==> config.mk <==
export PLATFORM = sky130hd
export DESIGN_NAME = mem_access
export DESIGN_NICKNAME = d
export VERILOG_FILES = /design/src/rtl/common.sv /design/src/rtl/load_align.sv /design/src/rtl/mem_access.sv
export SDC_FILE = /design/constraint.sdc
export NUM_CORES = 1
export LEC_CHECK = 0
export ABC_AREA = 1
export CAP_MARGIN = 40
export CORE_MARGIN = 10
export CORE_UTILIZATION = 46
export DETAILED_ROUTE_END_ITERATION = 12
export PLACE_DENSITY = 0.86
export SLEW_MARGIN = 20
export SYNTH_ARGS = -nofsm -noshare
export SYNTH_HDL_FRONTEND = slang
export SYNTH_SLANG_ARGS = --single-unit
==> constraint.sdc <==
create_clock -name clk -period 3.2 [get_ports clk]
set_input_delay 0.64 -clock clk [delete_from_list [all_inputs] [get_ports clk]]
set_output_delay 0.64 -clock clk [all_outputs]
set_load 0.02 [all_outputs]
==> src/rtl/common.sv <==
// -----------------------------------------------------------------------------
// common -- shared types, constants and helpers for the memory-access stage.
//
// Contents:
//   instr_field        decoded RV32 instruction fields (32-bit packed struct)
//   mem_state_t        memory-access FSM states
//   OPCODE_*           load/store major opcodes
//   F3_*               load/store funct3 encodings
//   load_wb_mask()     write-back mask for a load funct3
//   is_misaligned()    alignment check for an access size and address
//   store_strobe()     byte strobes for a store
//   store_data()       lane-replicated store data
// -----------------------------------------------------------------------------
package common;

    localparam logic [6:0] OPCODE_LOAD  = 7'b0000011;
    localparam logic [6:0] OPCODE_STORE = 7'b0100011;

    localparam logic [2:0] F3_LB  = 3'b000;
    localparam logic [2:0] F3_LH  = 3'b001;
    localparam logic [2:0] F3_LW  = 3'b010;
    localparam logic [2:0] F3_LBU = 3'b100;
    localparam logic [2:0] F3_LHU = 3'b101;

    localparam logic [2:0] F3_SB  = 3'b000;
    localparam logic [2:0] F3_SH  = 3'b001;
    localparam logic [2:0] F3_SW  = 3'b010;

    typedef enum logic [1:0] {
        IDLE = 2'd0,
        REQ  = 2'd1,
        RESP = 2'd2,
        DONE = 2'd3
    } mem_state_t;

    typedef struct packed {
        logic [6:0] funct7;
        logic [4:0] rs2;
        logic [4:0] rs1;
        logic [2:0] funct3;
        logic [4:0] rd;
        logic [6:0] opcode;
    } instr_field;

    // Unsigned loads are zero-extended downstream by this mask; the data
    // path itself always sign-extends sub-word loads.
    function automatic logic [31:0] load_wb_mask(input logic [2:0] funct3);
        logic [31:0] mask;
        case (funct3)
            F3_LBU:  mask = 32'h0000_00FF;
            F3_LHU:  mask = 32'h0000_FFFF;
            default: mask = 32'hFFFF_FFFF;
        endcase
        return mask;
    endfunction

    // funct3[1:0] encodes the access size for both loads and stores.
    function automatic logic is_misaligned(input logic [2:0] funct3,
                                           input logic [1:0] addr_lo);
        logic bad;
        case (funct3[1:0])
            2'b00:   bad = 1'b0;
            2'b01:   bad = addr_lo[0];
            default: bad = |addr_lo;
        endcase
        return bad;
    endfunction

    function automatic logic [3:0] store_strobe(input logic [2:0] funct3,
                                                input logic [1:0] addr_lo);
        logic [3:0] strb;
        case (funct3)
            F3_SB:   strb = 4'b0001 << addr_lo;
            F3_SH:   strb = 4'b0011 << addr_lo;
            F3_SW:   strb = 4'b1111;
            default: strb = 4'b1111;
        endcase
        return strb;
    endfunction

    // Data is replicated across all lanes so the strobes alone select the
    // bytes that land in memory.
    function automatic logic [31:0] store_data(input logic [2:0] funct3,
                                               input logic [31:0] rs2);
        logic [31:0] data;
        case (funct3)
            F3_SB:   data = {4{rs2[7:0]}};
            F3_SH:   data = {2{rs2[15:0]}};
            default: data = rs2;
        endcase
        return data;
    endfunction

endpackage

==> src/rtl/load_align.sv <==
// -----------------------------------------------------------------------------
// load_align -- combinational extraction of load data from a 32-bit bus word.
//
// Ports:
//   rdata     in  32  raw word returned by the data memory
//   funct3    in  3   load funct3 (size / signedness)
//   addr_lo   in  2   byte offset of the access within the word
//   read_data out 32  selected lane, sign-extended for byte/halfword loads
//   wb_mask   out 32  write-back mask (narrows LBU/LHU to zero-extension)
// -----------------------------------------------------------------------------
module load_align
    import common::*;
(
    input  logic [31:0] rdata,
    input  logic [2:0]  funct3,
    input  logic [1:0]  addr_lo,
    output logic [31:0] read_data,
    output logic [31:0] wb_mask
);

    logic [7:0]  lane [4];
    logic [7:0]  byte_sel;
    logic [15:0] half_sel;

    for (genvar gi = 0; gi < 4; gi++) begin : g_lane
        assign lane[gi] = rdata[8*gi +: 8];
    end

    assign byte_sel = lane[addr_lo];
    // Halfword alignment is guaranteed upstream, so only addr_lo[1] matters.
    assign half_sel = addr_lo[1] ? rdata[31:16] : rdata[15:0];

    always_comb begin
        wb_mask = load_wb_mask(funct3);
        case (funct3)
            F3_LB, F3_LBU: read_data = {{24{byte_sel[7]}}, byte_sel};
            F3_LH, F3_LHU: read_data = {{16{half_sel[15]}}, half_sel};
            F3_LW:         read_data = rdata;
            default:       read_data = rdata;
        endcase
    end

endmodule

==> src/rtl/mem_access.sv <==
// -----------------------------------------------------------------------------
// mem_access -- pipeline memory stage: issues one load/store at a time on a
// req/gnt/rvalid data bus and hands a registered result to write-back.
//
// Ports:
//   clk, rst_n                      clock, async active-low reset
//   in_valid / in_ready             upstream handshake (ready only in IDLE)
//   field, alu_result, rs2_data,
//   pc_in                           instruction, address/result, store data, PC
//   dmem_req, dmem_we, dmem_addr,
//   dmem_wdata, dmem_wstrb          bus request side
//   dmem_gnt, dmem_rvalid,
//   dmem_rdata                      bus grant / response side
//   out_valid / out_ready           downstream handshake (valid in DONE)
//   field_out, alu_result_out,
//   pc_out, read_data, wb_mask      registered results
//   misalign, bus_err               exception flags, meaningful with out_valid
// -----------------------------------------------------------------------------
module mem_access
    import common::*;
#(
    parameter int TIMEOUT_CYCLES = 256
) (
    input  logic        clk,
    input  logic        rst_n,

    input  logic        in_valid,
    output logic        in_ready,
    input  instr_field  field,
    input  logic [31:0] alu_result,
    input  logic [31:0] rs2_data,
    input  logic [31:0] pc_in,

    output logic        dmem_req,
    output logic        dmem_we,
    output logic [31:0] dmem_addr,
    output logic [31:0] dmem_wdata,
    output logic [3:0]  dmem_wstrb,
    input  logic        dmem_gnt,
    input  logic        dmem_rvalid,
    input  logic [31:0] dmem_rdata,

    output logic        out_valid,
    input  logic        out_ready,
    output instr_field  field_out,
    output logic [31:0] alu_result_out,
    output logic [31:0] pc_out,
    output logic [31:0] read_data,
    output logic [31:0] wb_mask,
    output logic        misalign,
    output logic        bus_err
);

    localparam int CNT_W = $clog2(TIMEOUT_CYCLES + 1);
    localparam logic [CNT_W-1:0] CNT_LAST = CNT_W'(TIMEOUT_CYCLES - 1);

    mem_state_t  state_reg, state_next;

    instr_field  field_reg;
    logic [31:0] alu_result_reg;
    logic [31:0] pc_reg;
    logic [31:0] addr_reg;
    logic [31:0] wdata_reg;
    logic [3:0]  wstrb_reg;
    logic        we_reg;
    logic        is_load_reg;
    logic [31:0] read_data_reg;
    logic [31:0] wb_mask_reg;
    logic        misalign_reg;
    logic        bus_err_reg;
    logic [CNT_W-1:0] cnt_reg;

    logic        in_is_load;
    logic        in_is_store;
    logic        in_is_mem;
    logic        in_misalign;

    logic        accept;
    logic        capture;
    logic        timeout;
    logic        timeout_hit;

    logic [31:0] align_read_data;
    logic [31:0] align_wb_mask;

    // ---------------------------------------------------------------- decode
    assign in_is_load  = (field.opcode == OPCODE_LOAD);
    assign in_is_store = (field.opcode == OPCODE_STORE);
    assign in_is_mem   = in_is_load | in_is_store;
    assign in_misalign = is_misaligned(field.funct3, alu_result[1:0]);

    // Fires on the last of TIMEOUT_CYCLES cycles spent in REQ/RESP.
    assign timeout_hit = (cnt_reg == CNT_LAST);

    // ------------------------------------------------------------------- FSM
    always_ff @(posedge clk or negedge rst_n) begin
        if (!rst_n) begin
            state_reg <= IDLE;
        end else begin
            state_reg <= state_next;
        end
    end

    always_comb begin
        state_next = state_reg;
        accept     = 1'b0;
        capture    = 1'b0;
        timeout    = 1'b0;
        case (state_reg)
            IDLE: begin
                if (in_valid) begin
                    accept     = 1'b1;
                    state_next = (in_is_mem && !in_misalign) ? REQ : DONE;
                end
            end
            REQ: begin
                // A response arriving with the grant completes immediately.
                if (dmem_gnt && dmem_rvalid) begin
                    capture    = 1'b1;
                    state_next = DONE;
                end else if (timeout_hit) begin
                    timeout    = 1'b1;
                    state_next = DONE;
                end else if (dmem_gnt) begin
                    state_next = RESP;
                end
            end
            RESP: begin
                if (dmem_rvalid) begin
                    capture    = 1'b1;
                    state_next = DONE;
                end else if (timeout_hit) begin
                    timeout    = 1'b1;
                    state_next = DONE;
                end
            end
            DONE: begin
                if (out_ready) begin
                    state_next = IDLE;
                end
            end
            default: state_next = IDLE;
        endcase
    end

    // ------------------------------------------------------------- datapath
    load_align u_load_align (
        .rdata     (dmem_rdata),
        .funct3    (field_reg.funct3),
        .addr_lo   (alu_result_reg[1:0]),
        .read_data (align_read_data),
        .wb_mask   (align_wb_mask)
    );

    always_ff @(posedge clk or negedge rst_n) begin
        if (!rst_n) begin
            field_reg      <= '0;
            alu_result_reg <= '0;
            pc_reg         <= '0;
            addr_reg       <= '0;
            wdata_reg      <= '0;
            wstrb_reg      <= '0;
            we_reg         <= 1'b0;
            is_load_reg    <= 1'b0;
            read_data_reg  <= '0;
            wb_mask_reg    <= '0;
            misalign_reg   <= 1'b0;
            bus_err_reg    <= 1'b0;
            cnt_reg        <= '0;
        end else if (accept) begin
            field_reg      <= field;
            alu_result_reg <= alu_result;
            pc_reg         <= pc_in;
            addr_reg       <= {alu_result[31:2], 2'b00};
            is_load_reg    <= in_is_load;
            we_reg         <= in_is_store;
            if (in_is_store) begin
                wdata_reg <= store_data(field.funct3, rs2_data);
                wstrb_reg <= store_strobe(field.funct3, alu_result[1:0]);
            end else begin
                wdata_reg <= '0;
                wstrb_reg <= '0;
            end
            read_data_reg  <= '0;
            wb_mask_reg    <= in_is_load ? load_wb_mask(field.funct3) : 32'hFFFF_FFFF;
            misalign_reg   <= in_is_mem & in_misalign;
            bus_err_reg    <= 1'b0;
            cnt_reg        <= '0;
        end else begin
            if (state_reg == REQ || state_reg == RESP) begin
                cnt_reg <= cnt_reg + CNT_W'(1);
            end
            if (capture && is_load_reg) begin
                read_data_reg <= align_read_data;
                wb_mask_reg   <= align_wb_mask;
            end
            if (timeout) begin
                bus_err_reg   <= 1'b1;
                read_data_reg <= '0;
            end
        end
    end

    // -------------------------------------------------------------- outputs
    assign in_ready       = (state_reg == IDLE);
    assign dmem_req       = (state_reg == REQ);
    assign dmem_we        = (state_reg == REQ) & we_reg;
    assign dmem_addr      = addr_reg;
    assign dmem_wdata     = wdata_reg;
    assign dmem_wstrb     = wstrb_reg;

    assign out_valid      = (state_reg == DONE);
    assign field_out      = field_reg;
    assign alu_result_out = alu_result_reg;
    assign pc_out         = pc_reg;
    assign read_data      = read_data_reg;
    assign wb_mask        = wb_mask_reg;
    assign misalign       = misalign_reg;
    assign bus_err        = bus_err_reg;

endmodule

==> metrics.md, run 1 <==
| Metric | Value |
|---|---|
| Setup violations, final | 0 |
| Vias in the first global route | 8574 |
| R2R Setup Slk | 890 ps |
| Clock sinks | 182 |
| Leak | 0.006538 uW |
| Cells along the critical path | inv_1 > ha_1 > nand2_1 > inv_1 > clkdlybuf4s50_1 |
| Yosys top cell area share | 50.97% |
| WL/cell | 17.87 um |
| Xor-xnor portion of the synthesized cell area | 0% |
| #FFs+latches synth | 182 |
| Worst setup EP type | primary output |
| Largest net degree at the start of global routing | 146 |
| CTS Buf Count | 17 |
| Ports | 400 |
| Chip height | 159.4 um |
| Area of placed instances | 12650 um2 |
| Yosys warnings | 0 |
| Clock Latency Late Sink | 430 ps |
| Post-synthesis compound-gate area fraction | 5.924% |
| Post-Synthesis Cell Area | 8935 um2 |
| Rows | 50 |
| Aggregate global-route resource usage | 23.63% |
| Cells after synthesis | 1158 |
| Largest area contributor in the netlist | dfrtp_1 |
| Initial DRC count | 614 |
| Core Area | 18890 um2 |
| Clock transition at path regs | 80 ps |
| Routed WL | 31.28 mm |
| Adder-cell area share of the yosys netlist | 0.9803% |
| Post-CTS Resized | 0 |
| Hold Violations, Final | 0 |
| Final nets | 1648 |
| Total power | 11420 uW |
| HP Class | input pin to asynchronous set/reset pin |
| Worst Path Arrival | 2080 ps |
| Critical R2R Capture | read_data[26] |
| Layout cells sized above 1 | 5.242% |
| First-pass GRT wire length | 48.44 mm |
| Seq/Total Area, Yosys | 50.97% |
| Max-cap violations | 0 |
| Status | completed |
| Die ar. | 25400 um2 |
| Yosys cell types | 36 |
| Largest family of logic cells by synthesized area | simple AND/OR/NAND/NOR gates |
| Slew Limit Headroom | 55.90% |
| H-tree depth | 4 |
| Max VDD drop | 0.5504 mV |
| Die width | 159.4 um |
| Vias per cell | 4.954 |
| Worst hold slack | 167.8 ps |
| Required @ worst endpoint | 2560 ps |
| Fillers | 1518 |
| Simple-gate portion of the synthesized area | 31.49% |
| Worst r2r path cells | 13 |
| Cts hold-fix bufs | 0 |
| HPWL Detailed | 23.53 mm |
| Peak Freq | 0.3680 GHz |
| Core Util, Final | 70.05% |
| Worst-margin pin slew | 661.6 ps |
| CP startpoint kind | flop |
| CP Class | flop to primary output |
| Post-route clock skew | 14.53 ps |
| Post-route clock period utilization | 84.92% |
| Reg-to-Reg Start | cnt_reg[0] |
| Top post-synthesis cells by area | dfrtp_1, nand2_1, buf_4, nor2_1, nand3_1 |
| Final ANT Viol Nets | 0 |
| RSZ-0062 raised after global routing | no |
| Cell area after layout | 13230 um2 |
| Iteration count of the initial detailed-routing pass | 6 |
| Slew Viols, Final | 0 |
| Setup TNS | 0 ps |
| Pwr Density | 862.6 nW/um2 |
| Deepest clock path buffer count | 2 |
| TritonCTS clock tree | built |
| Period minus WS final | 2717 ps |
| Mux contribution to synthesized area | 0% |
| Syn Area/Cell | 7.716 um2 |
| IO Port Bufs | 397 |
| Total congestion overflow | 0 |
| Synth-to-layout area growth | 48.12% |
| Slowest cell on the critical path | clkdlybuf4s50_1 |
| Most frequent CP cell | inv_1 |
| Routability cong. | 0.9026 |
| Initial antenna violation count | 2 |
| # DRC | 0 |
| Via Count | 8669 |
| Starting Density | 47.29% |
| Critical path's largest stage delay | 630 ps |
| Clock root buffer master | clkbuf_16 |
| Crit-path max FO | 6 |
| Post-CTS setup repair buffer count | 0 |
worst max-delay path: cells and delay by family (launching register included):
kind / cells / cell delay [ps]
adder cells (fa/ha/maj): 1 / 310
buffers and inverters: 3 / 810
flip-flops: 1 / 430
AND/OR/NAND/NOR: 1 / 100
final cells by class:
| cell class | count | area (um2) | area share (%) |
|---|---|---|---|
| diodes | 2 | 5.005 | 0.03782 |
| repair buffers | 409 | 4113 | 31.08 |
| inverters | 59 | 222.7 | 1.683 |
| multi-input cells | 806 | 3443 | 26.02 |
| flip-flops and latches | 182 | 4554 | 34.41 |
| well taps | 260 | 325.3 | 2.458 |
| clock buffers | 18 | 439.2 | 3.319 |
| clock inverters | 14 | 131.4 | 0.9927 |
synthesized netlist by cell type, drive strengths merged:
cell	instances
dfrtp	182
nor3	8
a31oi	1
inv	57
nand2	541
o211ai	6
conb	1
nor2	91
ha	7
o21ai	54
a211oi	1
o22ai	1
buf	100
clkbuf	12
o31ai	1
a21oi	35
nand3	43
or2	14
nand4	1
clkinv	2
per-layer routing:
layer	routed length [um]	part of all wire [%]	track usage, %
met1	11940	38	26.45
met2	15190	49	39.68
met3	3415	11	10.43
met4	744	2.4	7.329
met5	0	0	0
per-stage QoR:
stage,setup slack [ps],cells
2_1_floorplan,1321,1159
3_3_place_gp,755.7,1715
3_5_place_dp,714.9,1715
4_1_cts,457.4,1747
5_1_grt,376.2,1750
6_report,482.6,1750
how the worst max path moves through the flow:
stage	startpoint	end	slack, ps	depth (start not counted)
2_1_floorplan	cnt_reg[0]	read_data[15]	1320	14
3_3_place_gp	dmem_gnt	read_data[8]	760	8
3_5_place_dp	in_valid	wb_mask[7]	710	6
4_1_cts	state_reg[1]	dmem_we	460	5
5_1_grt	state_reg[1]	dmem_we	380	5
6_report	state_reg[1]	dmem_we	480	5
cell usage in the layout, fill, tap and decap left out, types with 6 or more instances in the layout:
| master | instances |
|---|---|
| nand2_1 | 534 |
| o21ai_1 | 20 |
| inv_1 | 51 |
| nor3_1 | 8 |
| clkbuf_16 | 17 |
| clkdlybuf4s50_1 | 396 |
| o211ai_1 | 6 |
| dfrtp_1 | 182 |
| buf_4 | 7 |
| or2_2 | 11 |
| a21oi_1 | 34 |
| nor2_1 | 85 |
| o21ai_0 | 34 |
| nand3_1 | 41 |
| ha_1 | 7 |
| inv_6 | 6 |
report_power, final:
group / switching [uW] / internal (uW)
Clock: 1020 / 1050
Combinational: 3360 / 2480
Sequential: 517 / 2990
cell families after synthesis:
group	count (synthesis)
fa+ha+maj	7
compound gates	99
buf+inv	171
flops	182
simple gates	698
other cells	1
No activity file was read; power rests on OpenSTA's default activity.
==> run 2, diff against run 1 <==
Settings changed: CORE_UTILIZATION 46 to 42, PLACE_DENSITY 0.86 to 0.8.
Clock period 3.2 ns to 2.5 ns, I/O delays scaled along.
==> metrics.md, run 2 (synthesis results as in run 1) <==
| Metric | Value |
|---|---|
| Status | completed |
| Clock sinks | 182 |
| Crit-path max FO | 11 |
| Core Util, Final | 63.60% |
| Routed WL | 31.29 mm |
| Die width | 165.9 um |
| Post-CTS setup repair buffer count | 0 |
| Clock root buffer master | clkbuf_16 |
| CP startpoint | field_out[13] |
| Peak Freq | 0.4389 GHz |
| CP startpoint kind | flop |
| CP Class | flop to primary output |
| Rows | 53 |
| HP Class | flop to flop |
| Reg-to-Reg Start | cnt_reg[1] |
| CP delay by family, top | buffers and inverters |
| Core Area | 20960 um2 |
| H-tree depth | 4 |
| Routability cong. | 0.8883 |
| Worst Path Arrival | 1780 ps |
| Worst hold start | read_data[1] |
| Ports | 400 |
| Post-route clock period utilization | 91.14% |
| Footprint of the multi-input gates | 3443 um2 |
| Commonest cells after routing, fill and taps aside | nand2_1, clkdlybuf4s50_1, dfrtp_1, nor2_1, inv_1 |
| Starting Density | 42.64% |
| Area of placed instances | 12720 um2 |
| WP buf/inv | 1 |
| Fillers | 1797 |
| Pwr Density | 1099 nW/um2 |
| Max-cap violations | 0 |
| Hold depth | 2 |
| Final nets | 1653 |
| Initial antenna violation count | 1 |
| Chip height | 165.9 um |
| Initial DRC count | 531 |
| CTS Buf Count | 17 |
| Leak | 0.006627 uW |
| Slew Limit Headroom | 57.69% |
| Final ANT Viol Nets | 0 |
| Via Count | 8615 |
| Setup TNS | 0 ps |
| Layout cells sized above 1 | 5.492% |
| First-pass GRT wire length | 49.27 mm |
| TritonCTS clock tree | built |
| Cell area after layout | 13330 um2 |
| Critical path's largest stage delay | 720 ps |
| Clock Latency Late Sink | 430 ps |
| Total congestion overflow | 0 |
| Aggregate global-route resource usage | 22.08% |
| WL/cell | 17.69 um |
| Max VDD drop | 0.5942 mV |
| RSZ-0062 raised after global routing | no |
| Clock transition at path regs | 70 ps |
| Cells along the critical path | clkdlybuf4s50_1 |
| IO Port Bufs | 397 |
| Critical R2R Capture | read_data[15] |
| Setup violations, final | 0 |
| Worst setup EP type | primary output |
| Hold Violations, Final | 0 |
| Synth-to-layout area growth | 49.17% |
| Slew Viols, Final | 0 |
| Deepest clock path buffer count | 2 |
| HPWL Detailed | 24.00 mm |
| Hold Path End | read_data[1] |
| R2R Setup Slk | 310 ps |
| Post-route clock skew | 11.79 ps |
| Most common cell after layout, fill and taps aside | nand2_1 |
| Vias in the first global route | 8660 |
| Iteration count of the initial detailed-routing pass | 5 |
| Worst-margin pin slew | 634.6 ps |
| Die ar. | 27510 um2 |
| # DRC | 0 |
| Largest net degree at the start of global routing | 144 |
| Slowest cell on the critical path | clkdlybuf4s50_1 |
| Worst r2r path cells | 13 |
| Reg area | 4554 um2 |
| Period minus WS final | 2279 ps |
| Required @ worst endpoint | 2000 ps |
| Vias per cell | 4.870 |
run 2: worst max path at each step:
stage                          to  depth (start not counted)  slack [ps]
floorplan           read_data[15]                         14         620
CTS                      in_ready                          3           2
finish              field_out[13]                          1         220
global placement    read_data[25]                          9         400
detailed placement  read_data[29]                          9         330
global route        read_data[23]                         13          60
run 2: layout make-up:
| cell class | instances | share of cell area, % |
|---|---|---|
| Antenna cell | 1 | 0.01878 |
| Clock buffer | 19 | 3.398 |
| Clock inverter | 13 | 0.9763 |
| Inverter | 59 | 1.671 |
| Multi-Input combinational cell | 806 | 25.84 |
| Sequential cell | 182 | 34.17 |
| Tap cell | 275 | 2.582 |
| Timing Repair Buffer | 414 | 31.35 |
run 2: where the power goes:
group,leakage (uW),switching [uW],internal [uW]
logic,0.00397,4300,3200
registers,0.00237,648,3830
clock network,0.000291,1290,1380
run 2: routing by layer:
layer | routed length, um | up-vias | global-route usage (%)
met3 | 3094 | 25 | 8.471
met4 | 454 | 0 | 6.125
li1 | - | 4161 | -
met5 | 0 | - | 0
met1 | 12300 | 4047 | 25.15
met2 | 15440 | 382 | 37.78
run 2: worst register-to-register path, cell delays in order (launching register included):
cell and delay, ps:
dfrtp_1 370, ha_1 180, nand2_1 90, nor3_1 320, ha_1 230, nand2_1 50, inv_1 50, nand2_1 40
nand2_1 100, nand2_4 120, nand2_8 140, inv_2 190, nand3_1 160, nand2_1 60
run 2: through the flow:
step | total power [uW] | hold WS, ps | cells | setup slack [ps]
2_1_floorplan | 8987 | 204.4 | 1159 | 620.9
5_1_grt | 15570 | 496.2 | 1769 | 60.10
6_report | 14640 | 479.5 | 1769 | 221.4
3_3_place_gp | 11950 | 451.5 | 1735 | 404.2
4_1_cts | 14810 | 483.7 | 1768 | 2.314
3_5_place_dp | 12080 | 459.4 | 1735 | 334.9
run 2: repair_timing:
item / in CTS / in global routing
hold buffers: 1 / 0
setup endpoints to repair: 0 / 3
endpoints found under the hold margin: 12 / 0
resized for setup: 0 / 3
==> run 3, diff against run 2 <==
Settings changed: ABC_AREA 1 to not set, REMOVE_ABC_BUFFERS set to 1.
==> metrics.md, run 3 <==
| Metric | Value |
|---|---|
| Clock transition at path regs | 70 ps |
| Final nets | 1430 |
| Commonest cells after routing, fill and taps aside | clkdlybuf4s50_1, nand2_1, dfrtp_1, a22o_1, buf_4 |
| Vias in the first global route | 8120 |
| Clock root buffer master | clkbuf_16 |
| CP startpoint kind | flop |
| CP delay by family, top | buffers and inverters |
| TritonCTS clock tree | built |
| WL/cell | 20.23 um |
| Met1 Wirelength | 11.39 mm |
| Post-synthesis compound-gate area fraction | 12.55% |
| Most common cell after layout, fill and taps aside | clkdlybuf4s50_1 |
| Cells along the critical path | inv_1 > ha_2 > clkdlybuf4s50_1 |
| Max-cap violations | 0 |
| Dominant synthesized flop cell | dfrtp_1 |
| Ant diodes | 0 |
| Yosys warnings | 0 |
| Post-Synthesis Cell Area | 8677 um2 |
| Slew Limit Headroom | 56.15% |
| Worst setup EP type | primary output |
| Die ar. | 26810 um2 |
| CP Class | flop to primary output |
| Largest family of logic cells by synthesized area | simple AND/OR/NAND/NOR gates |
| Switching power of the nets | 5857 uW |
| Simple-gate portion of the synthesized area | 20.58% |
| Adder-cell area share of the yosys netlist | 1.009% |
| Chip height | 163.7 um |
| Status | completed |
| Share of synthesized registers carrying an async set or reset | 100.0% |
| Ports | 400 |
| Rows | 52 |
| Largest net degree at the start of global routing | 137 |
| Period minus WS final | 2357 ps |
| Post-route clock period utilization | 94.29% |
| Setup TNS | 0 ps |
| Vias per cell | 5.082 |
| Placed cells | 1508 |
| Cts hold-fix bufs | 0 |
| Clock sinks | 182 |
| Clock Latency Late Sink | 430 ps |
| Worst-margin pin slew | 657.8 ps |
| Crit-path max FO | 7 |
| HPWL Detailed | 23.60 mm |
| Core Area | 20300 um2 |
| Slowest cell on the critical path | clkdlybuf4s50_1 |
| Cell area after layout | 13230 um2 |
| Worst hold slack | 88.80 ps |
| Max VDD drop | 0.6221 mV |
| Metal2 WL | 15.47 mm |
| Initial DRC count | 453 |
| Die width | 163.7 um |
| Setup violations, final | 0 |
| Area of placed instances | 12630 um2 |
| Seq pwr share | 31.1% |
| #FFs+latches synth | 182 |
| Routability cong. | 0.8554 |
| Pwr Density | 1082 nW/um2 |
| Xor-xnor portion of the synthesized cell area | 0.5047% |
| HP Class | input pin to asynchronous set/reset pin |
| Iteration count of the initial detailed-routing pass | 7 |
| Layout cells sized above 1 | 8.819% |
| CTS Buf Count | 17 |
| RSZ-0062 raised after global routing | no |
| Starting Density | 42.75% |
| Cells after synthesis | 925 |
| First-pass GRT wire length | 46.49 mm |
| Mux contribution to synthesized area | 4.066% |
| Hold Violations, Final | 0 |
| Top post-synthesis cells by area | dfrtp_1, nand2_1, buf_4, a32o_1, mux2i_1 |
| Critical path's largest stage delay | 640 ps |
| Yosys top cell area share | 52.49% |
| Final ANT Viol Nets | 0 |
| Syn Area/Cell | 9.381 um2 |
| Seq/Total Area, Yosys | 52.49% |
| Number of non-filler instances in the completed layout | 1540 |
| IO Port Bufs | 397 |
| Deepest clock path buffer count | 2 |
| DR top layer | met4 |
| Internal power | 8454 uW |
| Number of synthesized flops with an enable pin | 0 |
| # DRC | 0 |
| Clk pwr share | 19.1% |
| H-tree depth | 4 |
| Synth cell count leaders | nand2_1, dfrtp_1, buf_4 |
| Routed met3 length | 3.562 mm |
| Required @ worst endpoint | 2000 ps |
| Total congestion overflow | 0 |
| Most common cell in the netlist | nand2_1 |
| Initial antenna violation count | 0 |
| Via Count | 7826 |
| Slew Viols, Final | 0 |
| Leak | 0.006056 uW |
| Peak Freq | 0.4242 GHz |
| Post-CTS setup repair buffer count | 0 |
| Worst Path Arrival | 1860 ps |
| Combinational share of power | 49.8% |
| Synth-to-layout area growth | 52.42% |
| Yosys cell types | 53 |
| Switching Fraction | 40.93% |
| Largest area contributor in the netlist | dfrtp_1 |
| WP buf/inv | 2 |
| Aggregate global-route resource usage | 22.24% |
| Post-route clock skew | 10.23 ps |
| Routed WL | 31.16 mm |
==> run 3: kinds of logic after synthesis <==
| family | Yosys count |
|---|---|
| buffers and inverters | 134 |
| AOI/OAI and AO/OA | 142 |
| DFF | 182 |
| other | 1 |
| adders and majority gates | 7 |
| and+or+nand+nor | 420 |
| xor gates and xnor gates | 5 |
| muxes | 34 |
==> run 3: metrics by stage <==
stage	power [uW]	worst slack [ps]	util, %
2_1_floorplan	7814	-1760	-
3_3_place_gp	11480	-53.28	62.17
3_5_place_dp	11640	-74.30	62.20
4_1_cts	14420	16.07	65.12
5_1_grt	15060	44.51	65.15
6_report	14310	142.8	65.15
==> run 3: final timing paths <==
check / from / end / slack, ps / depth (start not counted)
worst max-delay path: state_reg[1] / dmem_req / 140 / 3
worst min-delay path: rst_n / alu_result_out[15] / 90 / 1
worst max register to register: cnt_reg[3] / read_data[28] / 190 / 9
worst min register to register: pc_out[21] / pc_out[21] / 470 / 2
max in group asynchronous: rst_n / alu_result_out[12] / 1720 / 2
min in group clk: pc_out[21] / pc_out[21] / 470 / 2
==> run 3: repair_timing <==
item                                    4_1_cts  5_1_grt
gates resized for setup                       2        3
pin swaps                                     0        0
endpoints found under the setup margin        2        3
==> run 3: cell type report <==
type	count	area, um2
inverters	17	63.81
flip-flops and latches	182	4554
multi-input cells	610	3385
well taps	270	337.8
fillers	1644	7074
clock inverters	13	143.9
repair buffers	429	4298
clock buffers	19	442.9
==> run 3: power by group through the flow <==
stage          logic [uW]  clock network, uW  registers (uW)
6_report             7130               2730            4460
5_1_grt              7620               2880            4550
4_1_cts              7190               2770            4460
3_5_place_dp         7150                  0            4490
3_3_place_gp         7020                  0            4460
2_1_floorplan        1870                  0            5940
==> run 3: layer usage <==
layer	global-route usage [%]	vias to the layer above
li1	-	3672
met1	24.45	3758
met2	38.18	359
met3	9.036	37
met4	7.677	0
met5	0	-
==> run 3: worst reg2reg max path, cell delays in order, from the launching register on <==
cell,delay (ps)
dfrtp_1,400
and3_1,200
nand2_1,100
nor2_1,190
ha_1,240
a22oi_1,100
a211o_1,310
and2_1,150
buf_4,220
a32o_1,290
